===== src/rtl/lsu_pkg.sv =====
// Shared definitions for the load/store unit: RISC-V width codes and FSM states.
package lsu_pkg;

    localparam logic [2:0] F3_B  = 3'b000;
    localparam logic [2:0] F3_H  = 3'b001;
    localparam logic [2:0] F3_W  = 3'b010;
    localparam logic [2:0] F3_BU = 3'b100;
    localparam logic [2:0] F3_HU = 3'b101;

    typedef enum logic [1:0] {
        ST_IDLE,
        ST_REQ,
        ST_WAIT,
        ST_RESP
    } state_t;

endpackage


===== src/rtl/lsu_align.sv =====
// Lane logic: request-side mask/shift/legality checks and load-side extraction/extension.
module lsu_align
    import lsu_pkg::*;
(
    input  logic        req_wen,
    input  logic [2:0]  req_funct3,
    input  logic [1:0]  req_addr_lo,
    input  logic [31:0] req_wdata,
    input  logic [2:0]  ld_funct3,
    input  logic [1:0]  ld_addr_lo,
    input  logic [31:0] mem_rdata,
    output logic [3:0]  mask,
    output logic [31:0] wdata_sh,
    output logic        misalign,
    output logic        illegal,
    output logic [31:0] ld_data
);

    logic [31:0] rd_sh;

    always_comb begin
        misalign = ((req_funct3[1:0] == 2'b01) && req_addr_lo[0]) ||
                   ((req_funct3[1:0] == 2'b10) && (req_addr_lo != 2'b00));
        if (req_wen) begin
            illegal = (req_funct3 > F3_W);
        end else begin
            illegal = (req_funct3 == 3'b011) || (req_funct3 == 3'b110) ||
                      (req_funct3 == 3'b111);
        end

        case (req_funct3[1:0])
            2'b00:   mask = 4'b0001 << req_addr_lo;
            2'b01:   mask = req_addr_lo[1] ? 4'b1100 : 4'b0011;
            default: mask = 4'b1111;
        endcase

        wdata_sh = req_wdata << {req_addr_lo, 3'b000};
    end

    // The addressed byte/half is brought down to bit 0 before extension.
    always_comb begin
        rd_sh = mem_rdata >> {ld_addr_lo, 3'b000};
        case (ld_funct3)
            F3_B:    ld_data = {{24{rd_sh[7]}}, rd_sh[7:0]};
            F3_H:    ld_data = {{16{rd_sh[15]}}, rd_sh[15:0]};
            F3_W:    ld_data = rd_sh;
            F3_BU:   ld_data = {24'd0, rd_sh[7:0]};
            F3_HU:   ld_data = {16'd0, rd_sh[15:0]};
            default: ld_data = 32'd0;
        endcase
    end

endmodule


===== src/rtl/lsu.sv =====
// Load/store unit: accepts one core access at a time, drives an aligned memory handshake,
// returns extended load data or a trap, and aborts accesses that exceed a cycle budget.
module lsu
    import lsu_pkg::*;
#(
    parameter int TIMEOUT_CYCLES = 256,
    parameter int ADDR_WIDTH     = 32
) (
    input  logic                  i_clk,
    input  logic                  i_rst,
    input  logic                  i_req_valid,
    output logic                  o_req_ready,
    input  logic                  i_req_wen,
    input  logic [2:0]            i_req_funct3,
    input  logic [ADDR_WIDTH-1:0] i_req_addr,
    input  logic [31:0]           i_req_wdata,
    output logic                  o_rsp_valid,
    output logic [31:0]           o_rsp_rdata,
    output logic                  o_rsp_trap,
    output logic                  o_mem_valid,
    input  logic                  i_mem_ready,
    output logic [ADDR_WIDTH-1:0] o_mem_addr,
    output logic                  o_mem_ren,
    output logic                  o_mem_wen,
    output logic [31:0]           o_mem_wdata,
    output logic [3:0]            o_mem_mask,
    input  logic                  i_mem_rvalid,
    input  logic [31:0]           i_mem_rdata
);

    localparam int CW = $clog2(TIMEOUT_CYCLES + 1);

    state_t                state_q, state_d;
    logic                  wen_q, wen_d;
    logic [2:0]            funct3_q, funct3_d;
    logic [ADDR_WIDTH-1:0] addr_q, addr_d;
    logic [3:0]            mask_q, mask_d;
    logic [31:0]           wdata_q, wdata_d;
    logic [31:0]           rdata_q, rdata_d;
    logic                  trap_q, trap_d;
    logic [CW-1:0]         cnt_q, cnt_d;

    logic [3:0]    al_mask;
    logic [31:0]   al_wdata;
    logic          al_misalign;
    logic          al_illegal;
    logic [31:0]   al_ld_data;
    logic [CW-1:0] cnt_inc;
    logic          timeout;
    logic          mem_act;
    logic          rsp_act;

    lsu_align u_align (
        .req_wen     (i_req_wen),
        .req_funct3  (i_req_funct3),
        .req_addr_lo (i_req_addr[1:0]),
        .req_wdata   (i_req_wdata),
        .ld_funct3   (funct3_q),
        .ld_addr_lo  (addr_q[1:0]),
        .mem_rdata   (i_mem_rdata),
        .mask        (al_mask),
        .wdata_sh    (al_wdata),
        .misalign    (al_misalign),
        .illegal     (al_illegal),
        .ld_data     (al_ld_data)
    );

    assign cnt_inc = cnt_q + 1'b1;
    assign timeout = (cnt_inc == CW'(TIMEOUT_CYCLES));

    always_comb begin
        state_d  = state_q;
        wen_d    = wen_q;
        funct3_d = funct3_q;
        addr_d   = addr_q;
        mask_d   = mask_q;
        wdata_d  = wdata_q;
        rdata_d  = rdata_q;
        trap_d   = trap_q;
        cnt_d    = cnt_q;
        case (state_q)
            ST_IDLE: begin
                if (i_req_valid) begin
                    wen_d    = i_req_wen;
                    funct3_d = i_req_funct3;
                    addr_d   = i_req_addr;
                    mask_d   = al_mask;
                    wdata_d  = al_wdata;
                    rdata_d  = 32'd0;
                    trap_d   = al_misalign | al_illegal;
                    cnt_d    = '0;
                    state_d  = (al_misalign | al_illegal) ? ST_RESP : ST_REQ;
                end
            end
            ST_REQ: begin
                cnt_d = cnt_inc;
                if (i_mem_ready) begin
                    state_d = wen_q ? ST_RESP : ST_WAIT;
                end else if (timeout) begin
                    trap_d  = 1'b1;
                    rdata_d = 32'd0;
                    state_d = ST_RESP;
                end
            end
            ST_WAIT: begin
                cnt_d = cnt_inc;
                if (i_mem_rvalid) begin
                    rdata_d = al_ld_data;
                    state_d = ST_RESP;
                end else if (timeout) begin
                    trap_d  = 1'b1;
                    rdata_d = 32'd0;
                    state_d = ST_RESP;
                end
            end
            default: begin
                state_d = ST_IDLE;
            end
        endcase
    end

    always_ff @(posedge i_clk or posedge i_rst) begin
        if (i_rst) begin
            state_q  <= ST_IDLE;
            wen_q    <= 1'b0;
            funct3_q <= 3'd0;
            addr_q   <= '0;
            mask_q   <= 4'd0;
            wdata_q  <= 32'd0;
            rdata_q  <= 32'd0;
            trap_q   <= 1'b0;
            cnt_q    <= '0;
        end else begin
            state_q  <= state_d;
            wen_q    <= wen_d;
            funct3_q <= funct3_d;
            addr_q   <= addr_d;
            mask_q   <= mask_d;
            wdata_q  <= wdata_d;
            rdata_q  <= rdata_d;
            trap_q   <= trap_d;
            cnt_q    <= cnt_d;
        end
    end

    // Outputs decode straight from state so reset clears them without waiting for a clock.
    assign mem_act     = (state_q == ST_REQ);
    assign rsp_act     = (state_q == ST_RESP);
    assign o_req_ready = (state_q == ST_IDLE);
    assign o_mem_valid = mem_act;
    assign o_mem_addr  = mem_act ? {addr_q[ADDR_WIDTH-1:2], 2'b00} : '0;
    assign o_mem_ren   = mem_act & ~wen_q;
    assign o_mem_wen   = mem_act & wen_q;
    assign o_mem_wdata = mem_act ? wdata_q : 32'd0;
    assign o_mem_mask  = mem_act ? mask_q : 4'd0;
    assign o_rsp_valid = rsp_act;
    assign o_rsp_rdata = rsp_act ? rdata_q : 32'd0;
    assign o_rsp_trap  = rsp_act & trap_q;

endmodule


===== config.mk =====
export PLATFORM = sky130hd
export DESIGN_NAME = lsu
export DESIGN_NICKNAME = d
export VERILOG_FILES = /design/src/rtl/lsu_pkg.sv /design/src/rtl/lsu_align.sv /design/src/rtl/lsu.sv
export SDC_FILE = /design/constraint.sdc
export NUM_CORES = 1
export LEC_CHECK = 0
export CORE_MARGIN = 5
export CORE_UTILIZATION = 51
export CTS_CLUSTER_SIZE = 40
export DETAILED_ROUTE_END_ITERATION = 8
export MAX_ROUTING_LAYER = met4
export PLACE_DENSITY = 0.9
export REMOVE_ABC_BUFFERS = 1
export SLEW_MARGIN = 30
export SYNTH_ARGS = -nofsm -noshare
export SYNTH_HDL_FRONTEND = slang
export SYNTH_SLANG_ARGS = --single-unit

===== constraint.sdc =====
create_clock -name i_clk -period 9.75 [get_ports i_clk]
set_input_delay 1.4625 -clock i_clk [delete_from_list [all_inputs] [get_ports i_clk]]
set_output_delay 1.4625 -clock i_clk [all_outputs]
set_load 0.01 [all_outputs]

; Yosys cells after proc, flatten, opt, wreduce, memory -nomap -nowiden
; Cells that the tools add are included.
[word_totals]
elab_cells = 78
regBits = 116
inputBits = 105
[op_classes]
addsub = 1
n_reduce_logical = 16
n_bitwise = 5
shifts = 3
eq_ne = 16
mux = 27
magnitude_cmp = 1
[op_table]
columns = cell, n
row1 = 32-bit two-way mux, 7
row2 = 32-bit case mux with 5 select lines, 1
row3 = 32-bit case mux with 3 select lines, 1
row4 = 32-bit by 5-bit << shifter with 32-bit output, 1
row5 = 32-bit by 5-bit right shift with 32-bit output, 1
row6 = 9-bit case mux with 2 select lines, 1
row7 = 3-bit equality test (second input constant), 4
row8 = 2-bit two-way mux, 5
row9 = 9-bit by 1-bit adder with 9-bit output (second input constant), 1
row10 = 9-bit equality test (second input constant), 1
row11 = 9-bit two-way mux, 1
row12 = 4-bit two-way mux, 2
row13 = 4-bit case mux with 2 select lines, 1
row14 = 2-bit equality test (second input constant), 3
row15 = 3-bit by 2-bit equality test with 1-bit output (second input constant), 2
row16 = 1-bit two-way mux, 6
row17 = 2-bit inequality test (second input constant), 3
row18 = 2-bit case mux with 3 select lines, 1
row19 = 2-bit by 1-bit equality test with 1-bit output (second input constant), 2
row20 = 2-bit zero test, 2
row21 = 2-bit AND reduction, 2
row22 = 4-bit AND reduction, 1
row23 = 2-bit nonzero test, 2
row24 = 1-bit by 2-bit << shifter with 4-bit output (first input constant), 1
row25 = other kinds (12), 17

; Depth between registers and ports, before layout
; Gate-level depths: netlist of run 1.
[depth]
word_depth = 8
ltp_mapped = 11
mapped_depth_nobuf = 8

; Hierarchy
; From an unflattened synthesis of run 1, not the netlist that was laid out.
[hier_totals]
cells_unflattened = 640
area_unflattened_um2 = 6766.5
[modules_own_cells]
columns = module, seq_area_each_um2, area_each_um2, n_inst, cells_per_inst
row1 = lsu, 2902.8, 5387.7, 1, 435
row2 = lsu_align, 0.0, 1378.8, 1, 205

; Least setup slack after synthesis of run 1
; OpenSTA, ideal clock, no wires.
[synth_path]
kind = register to output
startpoint = register state_q[1]
endpoint = output port o_mem_ren
arrival_time_ps = 1583
stages_incl_launch_ff = 6
path_slack_ps = 6705
n_path_buf = 2
cell_sequence = dfrtp_1 > inv_1 > ha_1 > buf_1 > clkbuf_1 > nor2b_1
[synth_via]
elab_chain_len = 2
[synth_lines]
columns = item, line_no
row1 = from (decl), lsu.sv:33  ; state_t state_q, state_d;
row2 = from (signal assigned), lsu.sv:134  ; state_q <= state_d;
row3 = 2-bit by 1-bit equality test with 1-bit output, lsu.sv:147  ; assign mem_act = (state_q == ST_REQ);
row4 = named net o_mem_valid, lsu.sv:20  ; output logic o_mem_valid,
row5 = 1-bit bitwise AND, lsu.sv:152  ; assign o_mem_ren = mem_act & ~wen_q;
row6 = to (decl), lsu.sv:23  ; output logic o_mem_ren,
; The timed path passes the listed nets, and every way through them passes these cells.

; Worst setup path after layout of run 1
[layout_path]
startpoint = register state_q[1]
endpoint = output port o_mem_addr[3]
[layout_via]
elab_chain_len = 2
[layout_lines]
columns = item, line_no
row1 = 2-bit by 1-bit equality test with 1-bit output, lsu.sv:147
row2 = 32-bit two-way mux, lsu.sv:151  ; assign o_mem_addr = mem_act ? {addr_q[ADDR_WIDTH-1:2], 2'b00} : '0;
row3 = to (decl), lsu.sv:22  ; output logic [ADDR_WIDTH-1:0] o_mem_addr,
; No other way between the ends.

==> impl_metrics.yaml, run 1 <==
timing:
  slew_viol_final: 0
  fin_ws_ps: 5625
  grt_setup_unrepaired: "no"
  setup-violations-final: 0
  hold_viol: 0
  worst_pin_slew_ps: 952.5
  finalCriticalPeriod_ps: 4125
  slew_headroom_pct: 36.50
  period_share_pct: 42.31
  skew_ps: 12.61
  setup_tns_ps: 0
  clock.fmax_mhz: 242.4
status:
  outcome: "finished, final reports clean"
cells_and_area:
  fin_nets: 979
  antennaDiodeCount: 0
  layout-drive-gt1-share_pct: 15.00
  final_cell_mix: "208 x clkdlybuf4s50_1, 116 x dfrtp_1, 101 x and2_1"
  area_growth_pct: 41.67
  fin_util_pct: 72.99
  mostFrequentLayoutCell: "clkdlybuf4s50_1"
  fillers: 892
clock_network:
  cts_hold_buf: 0
  cts_resized: 0
  clk_pin_slew_worst_paths_ps: 50
  cts.sinks: 116
  cts_buffers: 17
  clockRootBuffer: "clkbuf_16"
  post-cts-setup-buffer-count: 0
  clk_latency_ps: 420
  htree_levels: 4
  clockBufferDepth: 2
  cts_tree: "yes"
setup_path:
  critical_path_required_ps: 8290
  worstPathCellList: "inv_1, ha_2, buf_4, and2_1, clkdlybuf4s50_1"
  worstPathArrival_ps: 2660
  crit_slowest_cell: "clkdlybuf4s50_1"
  crit_path_max_incr_delay_ps: 570
  reg2reg_depth: 6
  path_max_fanout: 69
  endpoint_kind: "primary output"
  start_kind: "flip-flop"
  worst-setup-path-type: "reg2out"
route:
  num_vias: 5982
  first_iter_violations: 515
  drt_first_pass_iters: 5
  routedWlPerCell_um: 18.50
  drc_errors: 0
  wirelength_um: 19540
  postRouteAntennaNets: 0
  vias_per_cell: 5.665
min_path:
  holdPathStages: 2
  hold_class: "reg2reg"
power:
  peakVddDrop_v: 0.0002069
  p_per_area_nw_per_um2: 274.4
  leakagePower_uw: 0.003880
grt:
  grt_pass1_vias: 6163
  track_usage_pct: 25.59
  grt_pass1_wl_um: 31340
  grt_overflow: 0
  grt_max_degree: 70
  antenna_found_initial: 0
synth:
  async_reset_ff_share_pct: 100.0
  synth_flop_cell: "dfrtp_1"
  synth_edf_count: 0
  synth_area_um2: 6741
  ys_warn_count: 0
  syn_inst: 682
  seq_area_frac_synth_pct: 43.06
  ys_types: 61
  avgSynthCellArea_um2: 9.885
  ys_ff_latch: 116
die:
  rows: 42
  core_area_um2: 13090
  fp.dieW_um: 125.0
  io_pins: 211
  dieHeight_um: 125.0
  initial_core_util_pct: 51.52
  dieArea_um2: 15620
place:
  io_buffer_count: 208
  post-dp-hpwl_um: 13240
  routabilityCongestion: 0.8948
  place_ws_ps: 5639
run:
  cap_violations: 0
==> area by class of cell <==
class	instances	area, um^2	area share [%]
clock buffer	23	508.0	5.319
clock inverter	8	145.1	1.520
inverter	18	70.07	0.7337
multi-input combinational	500	3570	37.38
sequential	116	2903	30.39
tap	176	220.2	2.306
timing repair buffer	215	2135	22.35
==> per-stage QoR <==
step / instances / power [uW] / hold slack, ps / area, um^2
global placement: 1025 / 1877 / 453.0 / 8885
detailed placement: 1025 / 1915 / 462.4 / 8892
finish: 1056 / 2621 / 472.1 / 9550
floorplan: 634 / 1460 / 441.8 / 6524
CTS: 1056 / 2623 / 473.9 / 9545
global route: 1056 / 2775 / 505.8 / 9550
==> cells in the mapped netlist (3+ instances only) <==
library cell    n  area share (%)
buf_2           5            0.37
mux2i_1        27             4.0
o21a_1          6            0.67
nand3_1         7            0.52
clkbuf_1       31             1.7
ha_1            6             1.1
inv_1          17            0.95
a21oi_1        49             3.6
and2_1        102             9.5
buf_6           3            0.50
a22o_1          9             1.2
mux2_2         55             9.2
nor2b_1        14             1.3
nor2_1         23             1.3
o2bb2ai_2      10             2.2
o2bb2ai_1      11             1.4
o221ai_2        9             2.0
a211oi_1       13             1.4
o31ai_1         6            0.67
o21ai_0        41             3.0
a22oi_1         6            0.67
nand2_1        58             3.2
dfrtp_1       116              43
buf_1           7            0.39
nand2b_1        5            0.46
nor3_1          5            0.37
==> final timing paths <==
path	startpoint	endpoint	slack (ps)
setup reg to reg	addr_q[0]$_DFFE_PP0P_	rdata_q[14]$_DFFE_PP0P_	6940
setup / recovery	state_q[1]$_DFFE_PP0N_	o_mem_addr[3]	5620
min in group asynchronous	i_rst	addr_q[9]$_DFFE_PP0P_	1540
hold reg to reg	wdata_q[12]$_DFFE_PP0P_	wdata_q[12]$_DFFE_PP0P_	470
max in group asynchronous	i_rst	mask_q[3]$_DFFE_PP0P_	6990
hold / removal	wdata_q[12]$_DFFE_PP0P_	wdata_q[12]$_DFFE_PP0P_	470
==> logic make-up (layout without fill, tap and decap cells) <==
family                     count (synthesis)  count (layout)  synth area share [%]
AOI/OAI and AO/OA                        179             179                 19.75
adders and majority gates                  6               6                 1.114
muxes                                     82              82                 13.20
other                                      1               2               0.05563
and+or+nand+nor                          230             230                 18.41
xor gates and xnor gates                   1               1                0.1299
DFF                                      116             116                 43.06
buffers and inverters                     67             264                 4.287
==> worst max-delay path, delay by kind of cell (launching register included) <==
kind | cells | cell delay (ps)
adder cells (fa/ha/maj) | 1 | 340
buffers and inverters | 3 | 1230
flip-flops | 1 | 440
AND/OR/NAND/NOR | 1 | 230
==> power breakdown <==
part	internal [uW]	switching [uW]	total, uW
registers	654	141	794
logic	536	602	1140
clock network	466	222	688
==> registers in the layout, indices dropped and copies added (netlist names) <==
name      cells
trap_q        1
wen_q         1
rdata_q      32
state_q       2
mask_q        4
cnt_q         9
funct3_q      3
addr_q       32
wdata_q      32
==> layer usage <==
metal / vias up / global-route usage, % / routed length [um]
met1: 2884 / 30.26 / 7680
li1: 2767 / - / -
met5: - / - / 0
met3: 36 / 8.102 / 1817
met2: 295 / 41.57 / 9614
met4: 0 / 8.737 / 429
Note: power is estimated with default switching activity, not from simulation.
==> inputs of run 2 (changes only) <==
--- a/config.mk
+++ b/config.mk
@@ -6,11 +6,11 @@
 export NUM_CORES = 1
 export LEC_CHECK = 0
 export CORE_MARGIN = 5
-export CORE_UTILIZATION = 51
+export CORE_UTILIZATION = 43
 export CTS_CLUSTER_SIZE = 40
 export DETAILED_ROUTE_END_ITERATION = 8
 export MAX_ROUTING_LAYER = met4
-export PLACE_DENSITY = 0.9
+export PLACE_DENSITY = 0.81
 export REMOVE_ABC_BUFFERS = 1
 export SLEW_MARGIN = 30
 export SYNTH_ARGS = -nofsm -noshare
==> constraint.sdc (replaced) <==
create_clock -name i_clk -period 3.7 [get_ports i_clk]
set_input_delay 0.555 -clock i_clk [delete_from_list [all_inputs] [get_ports i_clk]]
set_output_delay 0.555 -clock i_clk [all_outputs]
set_load 0.01 [all_outputs]
==> impl_metrics.yaml, run 2 (same netlist as run 1, synthesis figures left out) <==
run:
  cap_violations: 0
die:
  dieArea_um2: 18280
  core_area_um2: 15310
  fp.dieW_um: 135.2
  dieHeight_um: 135.2
  io_pins: 211
  rows: 45
  initial_core_util_pct: 44.02
route:
  num_vias: 5851
  drc_errors: 0
  wirelength_um: 19690
  routedWlPerCell_um: 17.98
  first_iter_violations: 415
  postRouteAntennaNets: 0
  drt_first_pass_iters: 4
  vias_per_cell: 5.343
timing:
  worst_pin_slew_ps: 962.7
  slew_viol_final: 0
  grt_setup_unrepaired: "no"
  clock.fmax_mhz: 334.1
  finalCriticalPeriod_ps: 2993
  setup_tns_ps: 0
  setup-violations-final: 0
  hold_viol: 0
  skew_ps: 7.241
  period_share_pct: 80.88
  slew_headroom_pct: 35.82
grt:
  track_usage_pct: 22.49
  grt_max_degree: 117
  grt_overflow: 0
  grt_pass1_wl_um: 31340
  grt_pass1_vias: 5977
  antenna_found_initial: 0
clock_network:
  cts_buffers: 17
  clk_pin_slew_worst_paths_ps: 60
  clk_latency_ps: 420
  cts_resized: 0
  cts_tree: "yes"
  htree_levels: 4
  clockRootBuffer: "clkbuf_16"
  post-cts-setup-buffer-count: 0
  clockBufferDepth: 2
  cts.sinks: 116
  cts_hold_buf: 0
power:
  leakagePower_uw: 0.003890
  p_total_uw: 6832
  p_per_area_nw_per_um2: 710.6
  peakVddDrop_v: 0.0004592
place:
  io_buffer_count: 208
  routabilityCongestion: 0.8759
  post-dp-hpwl_um: 13920
setup_path:
  worstReg2RegStart: "state_q[0]$_DFFE_PP0N_"
  endpoint_kind: "primary output"
  start_kind: "flip-flop"
  critical_path_required_ps: 3140
  path_max_fanout: 23
  critical_path.startpoint: "state_q[0]$_DFFE_PP0N_"
  worst-setup-path-type: "reg2out"
  worstPathArrival_ps: 2440
status:
  outcome: "finished, final reports clean"
cells_and_area:
  antennaDiodeCount: 0
  mostFrequentLayoutCell: "clkdlybuf4s50_1"
  top_regs: "addr_q (32), rdata_q (32), wdata_q (32)"
  multi_input_area_um2: 3562
  layout-drive-gt1-share_pct: 15.05
  final-seq-area_um2: 2903
  fillers: 1268
  area_growth_pct: 42.61
  fin_nets: 982
  final_cell_mix: "208 x clkdlybuf4s50_1, 116 x dfrtp_1, 101 x and2_1"
min_path:
  hold_class: "reg2reg"
  min_from: "wdata_q[10]$_DFFE_PP0P_"
-- run 2: cell types whose count changed in the layout (fill, tap and decap cells not counted) --
cell	change
nand3_1	+1
inv_6	+1
clkbuf_8	-3
ha_2	-1
clkinv_4	+3
clkbuf_1	+1
buf_12	+3
ha_1	+1
bufinv_16	-1
nand3_2	-1
-- run 2: layout make-up --
class,count,share of cell area [%]
Timing Repair Buffer,218,22.83
Inverter,18,0.7288
Multi-Input combinational cell,500,37.05
Clock buffer,21,4.893
Tap cell,211,2.746
Sequential cell,116,30.19
Clock inverter,11,1.562
-- run 2: worst paths after layout --
check                                           to  slack (ps)  depth (start not counted)
max                                 o_rsp_rdata[1]         710                          4
min                        wdata_q[10]$_DFFE_PP0P_         480                          2
max reg2reg                rdata_q[26]$_DFFE_PP0P_         920                          6
min reg2reg                wdata_q[10]$_DFFE_PP0P_         480                          2
max in group asynchronous     cnt_q[7]$_DFFE_PP0P_        2550                          3
min in group asynchronous   addr_q[23]$_DFFE_PP0P_         630                          3
-- run 2: report_power, final --
part	internal (uW)	switching, uW
Sequential	1720	327
Clock	1110	599
Combinational	1450	1620
Total	4280	2550
-- run 2: critical path, stage by stage (launching register included) --
cell and delay (ps):
dfrtp_1 430, ha_1 530, buf_4 340, and2_1 170, clkdlybuf4s50_1 550
-- run 2: metal layers --
metal / GRT usage, % / vias up / wire, um
met5: - / - / 0
met4: 7.559 / 0 / 341
li1: - / 2779 / -
met1: 26.68 / 2820 / 7937
met3: 7.689 / 32 / 1639
met2: 36.01 / 220 / 9768
-- run 2: through the flow --
stage	hold slack [ps]	util, %	instance area, um^2	cells	worst slack (ps)
after floorplan	441.8	-	6524	634	72.59
after global placement	453.9	58.69	8989	1063	798.6
after detailed placement	462.5	58.69	8989	1063	718.3
after CTS	475.8	62.75	9609	1095	678.8
after global routing	498.5	62.78	9614	1095	568.7
final	475.3	62.78	9614	1095	707.3
==> inputs of run 3 (changes only) <==
--- a/config.mk
+++ b/config.mk
@@ -6,11 +6,11 @@
 export NUM_CORES = 1
 export LEC_CHECK = 0
 export CORE_MARGIN = 5
-export CORE_UTILIZATION = 43
+export CORE_UTILIZATION = 47
 export CTS_CLUSTER_SIZE = 40
 export DETAILED_ROUTE_END_ITERATION = 8
 export MAX_ROUTING_LAYER = met4
-export PLACE_DENSITY = 0.81
+export PLACE_DENSITY = 0.84
 export REMOVE_ABC_BUFFERS = 1
 export SLEW_MARGIN = 30
 export SYNTH_ARGS = -nofsm -noshare
==> constraint.sdc (replaced) <==
create_clock -name i_clk -period 2.95 [get_ports i_clk]
set_input_delay 0.4425 -clock i_clk [delete_from_list [all_inputs] [get_ports i_clk]]
set_output_delay 0.4425 -clock i_clk [all_outputs]
set_load 0.01 [all_outputs]
==> impl_metrics.yaml, run 3 (same netlist as run 1, synthesis figures left out) <==
place:
  place_ws_ps: 257.8
  dp.cells: 1043
  routabilityCongestion: 0.9283
  post-dp-hpwl_um: 14140
  io_buffer_count: 208
route:
  wirelength_um: 19510
  drt_first_pass_iters: 5
  num_vias: 5885
  vias_per_cell: 5.474
  postRouteAntennaNets: 0
  drc_errors: 0
  first_iter_violations: 469
  routedWlPerCell_um: 18.15
grt:
  grt_max_degree: 69
  grt_overflow: 0
  grt_pass1_vias: 6027
  grt.met1_usage_pct: 29.21
  met3_usage_pct: 10.56
  met2_usage_pct: 38.52
  busiest_layer: "met2"
  track_usage_pct: 24.51
  antenna_found_initial: 0
  grt_pass1_wl_um: 31280
die:
  dieHeight_um: 129.8
  io_pins: 211
  dieArea_um2: 16840
  initial_core_util_pct: 48.19
  fp.dieW_um: 129.8
  rows: 43
  core_area_um2: 13990
timing:
  skew_ps: 7.429
  worst_pin_slew_ps: 796.9
  slew_viol_final: 0
  grt_setup_unrepaired: "no"
  setup-violations-final: 0
  hold_slack_ps: 325.5
  fin_ws_ps: 195.2
  slew_headroom_pct: 46.56
  finalCriticalPeriod_ps: 2755
  clock.fmax_mhz: 363.0
  period_share_pct: 93.38
  hold_viol: 0
power:
  p_per_area_nw_per_um2: 896.1
  peakVddDrop_v: 0.0005180
  leakagePower_uw: 0.003931
clock_network:
  clk_latency_ps: 420
  post-cts-setup-buffer-count: 0
  cts_tree: "yes"
  cts_buffers: 17
  cts.sinks: 116
  cts_hold_buf: 0
  clockBufferDepth: 2
  clk_pin_slew_worst_paths_ps: 60
  clockRootBuffer: "clkbuf_16"
  cts_resized: 0
  htree_levels: 4
cells_and_area:
  instances_no_fill: 1075
  fin_nets: 993
  top_regs: "addr_q (32), rdata_q (32), wdata_q (32)"
  area_growth_pct: 43.04
  fin_util_pct: 68.94
  antennaDiodeCount: 0
  final_cell_mix: "208 x clkdlybuf4s50_1, 116 x dfrtp_1, 101 x and2_1"
  mostFrequentLayoutCell: "clkdlybuf4s50_1"
  layout-drive-gt1-share_pct: 15.98
setup_path:
  start_kind: "flip-flop"
  worst-setup-path-type: "reg2reg"
  critical_path_required_ps: 3210
  worstPathArrival_ps: 3020
  endpoint_kind: "flip-flop"
  path_max_fanout: 11
run:
  cap_violations: 0
min_path:
  hold_class: "in2async"
status:
  outcome: "finished, final reports clean"
[run 3: cell count changes in the layout (fill, tap and decap cells not counted)]
cell and delta:
clkinvlp_4 +2, clkinv_2 +2, ha_4 +1, nor3_1 +1, clkbuf_8 -2, clkinv_4 -2, ha_2 -1, buf_4 +11
nor3_2 -1
[run 3: layout make-up]
class                           count  area [um^2]
Clock buffer                       19        442.9
Clock inverter                     13        157.7
Fill cell                        1050         4345
Inverter                           18        70.07
Multi-Input combinational cell    500         3567
Sequential cell                   116         2903
Tap cell                          180        225.2
Timing Repair Buffer              229         2277
[run 3: routing by layer]
metal / vias to the layer above / routed length (um)
li1: 2802 / -
met4: 0 / 207
met1: 2804 / 7635
met3: 17 / 2173
met5: - / 0
met2: 262 / 9491
[run 3: worst paths after layout]
path / start / endpoint / slack [ps] / depth (start not counted)
worst max-delay path: cnt_q[0]$_DFFE_PP0P_ / rdata_q[0]$_DFFE_PP0P_ / 200 / 7
worst min-delay path: i_rst / addr_q[27]$_DFFE_PP0P_ / 330 / 2
worst max register to register: cnt_q[0]$_DFFE_PP0P_ / rdata_q[0]$_DFFE_PP0P_ / 200 / 7
worst min register to register: wdata_q[13]$_DFFE_PP0P_ / wdata_q[13]$_DFFE_PP0P_ / 470 / 2
max in group asynchronous: i_rst / rdata_q[25]$_DFFE_PP0P_ / 1800 / 3
min in group i_clk: wdata_q[13]$_DFFE_PP0P_ / wdata_q[13]$_DFFE_PP0P_ / 470 / 2
[run 3: critical path, stage by stage (launching register included)]
cell	delay, ps
dfrtp_1	430
ha_1	250
nand2_1	140
xor2_1	170
o31a_1	280
o31ai_2	690
o21a_1	500
o221ai_2	140
[run 3: metrics by stage]
step                      TNS [ps]  cell area (um^2)  power [uW]
final                            0              9643        8641
after global routing             0              9643        9195
after CTS                        0              9633        8654
after detailed placement         0              9032        6516
after global placement           0              9032        6422
after floorplan             -65530              6524        4826
[run 3: where the power goes]
group,switching (uW),internal (uW)
logic,2050,1920
clock network,766,1350
registers,396,2160
==> variant (flow settings as in run 2) <==
The parameter `TIMEOUT_CYCLES` goes from 256 to 512.
--- a/src/rtl/lsu.sv
+++ b/src/rtl/lsu.sv
@@ -5,3 +5,3 @@
 #(
-    parameter int TIMEOUT_CYCLES = 256,
+    parameter int TIMEOUT_CYCLES = 512,
     parameter int ADDR_WIDTH     = 32
Check against the original RTL: no difference found for any inputs over 4 cycles, from zero or initial values and one cycle with i_rst high; that may be too few to reach the edited logic, so the function may still have changed.
==> variant against run 2 <==
  * Routed wire length is 11% higher
  * Critical path type unchanged
  * Count of clock-buffer cells in the layout did not move
  * Critical endpoint is now o_mem_wdata[2]
  * Power increased by 0.46%
  * Synthesized area up 5.7%
  * Design area up 4.1%
  * Largest cell class unchanged
  * Die area rose by 5.3%
  * Highest routed layer unchanged
  * Setup slack worse by 0.16 ns
  * Sequential cell count up 1
==> variant: results (changes against run 2) <==
Run status
  – Outcome: completed

Detailed routing
  – DRT Pass-1 Iters: 5 (+1)
  – Routed WL: 21,900 um (+11%)

Place
  – Post-DP HPWL: 15,500 um (+12%)

Synthesis
  – Synth cell count leaders: dfrtp_1, and2_1, nand2_1
  – Adder-cell share of the synthesized area: 1.05% (-0.060 points)
  – Register area share after synthesis: 41.1% (-2.0 points)
  – Xor and xnor area share after synthesis: 0% (-0.13 points)
  – Leading post-synthesis cells by cell area: dfrtp_1, and2_1, mux2_2, mux2i_1, o21ai_0
  – Flops & latches, synth: 117 (+0.86%)
  – Post-synthesis compound-gate area fraction: 20.1% (+0.39 points)
  – Mux contribution to synthesized area: 12.8% (-0.40 points)
  – Synth cell types: 60 (-1.6%)

Final layout
  – Nets: 1,053 (+7.2%)
  – Number of fillers in the final layout: 1,368 (+7.9%)
  – Multi-input gate area: 3910 um2 (+9.7%)
  – Layout cells sized above 1: 13.8% (-1.2 points)

STA
  – Worst clock skew: 0.00631 ns (-0.000936 ns)

Setup path
  – WP data arrival: 2.60 ns (+0.16 ns)
  – Reg2Reg Depth: 7 (+1)
  – Crit path max fanout: 45 (+96%)

Global route
  – First-pass GRT wire length: 35,500 um (+13%)
  – Vias in the first global route: 6,654 (+11%)
  – Largest net degree at the start of global routing: 75 (-36%)
  – GRT Resource Usage Total: 23.4% (+0.89 points)

Power
  – Leakage: 0.00406 uW (+4.5%)
variant: cell families after synthesis:
| group | after synthesis |
|---|---|
| AOI/OAI and AO/OA | 208 |
| adders and majority gates | 6 |
| DFF | 117 |
| and+or+nand+nor | 273 |
| muxes | 83 |
| other | 1 |
| buffers and inverters | 70 |
variant: metal layers:
layer  track usage [%]  share of wire, %
met2              35.6                46
met3              8.55                11
met1              29.3                42
met5                 -                 0
met4              7.16               1.8
variant: power groups by stage:
| stage | combinational [uW] | clock [uW] | sequential [uW] |
|---|---|---|---|
| after detailed placement | 3000 | 0 | 2060 |
| after CTS | 3010 | 1820 | 2050 |
| final | 3010 | 1800 | 2050 |
| after global placement | 2940 | 0 | 2030 |
| after global routing | 3290 | 1880 | 2110 |
| after floorplan | 1850 | 0 | 2030 |
variant: final timing paths:
| kind | to | slack [ns] | from |
|---|---|---|---|
| min reg2reg | wdata_q[23] | 0.47 | wdata_q[23] |
| max in group asynchronous | cnt_q[8] | 2.32 | i_rst |
| max reg2reg | rdata_q[10] | 0.98 | state_q[0] |
| min | wdata_q[23] | 0.47 | wdata_q[23] |
| min in group asynchronous | rdata_q[27] | 0.57 | i_rst |
| max | o_mem_wdata[2] | 0.55 | state_q[1] |
variant: final cells by class:
type                            count  share of cell area, %
Multi-Input combinational cell    572                   39.0
Timing Repair Buffer              221                   22.0
Tap cell                          220                   2.75
Inverter                           13                  0.512
Clock buffer                       21                   4.70
Sequential cell                   117                   29.2
Clock inverter                     11                   1.74
variant: per-stage QoR:
stage | setup slack (ns) | hold slack [ns] | total power, uW | cells
after floorplan | 0.0442 | 0.442 | 3880 | 702
after global placement | 0.785 | 0.453 | 4970 | 1143
after detailed placement | 0.713 | 0.463 | 5050 | 1143
after CTS | 0.519 | 0.475 | 6880 | 1175
after global routing | 0.411 | 0.506 | 7280 | 1175
final | 0.546 | 0.468 | 6860 | 1175
variant: critical path, delay by kind of cell (launching register included):
family | cells | cell delay (ns)
buffers and inverters | 3 | 0.96
adder cells (fa/ha/maj) | 1 | 0.57
flip-flops | 1 | 0.43
AND/OR/NAND/NOR | 1 | 0.18
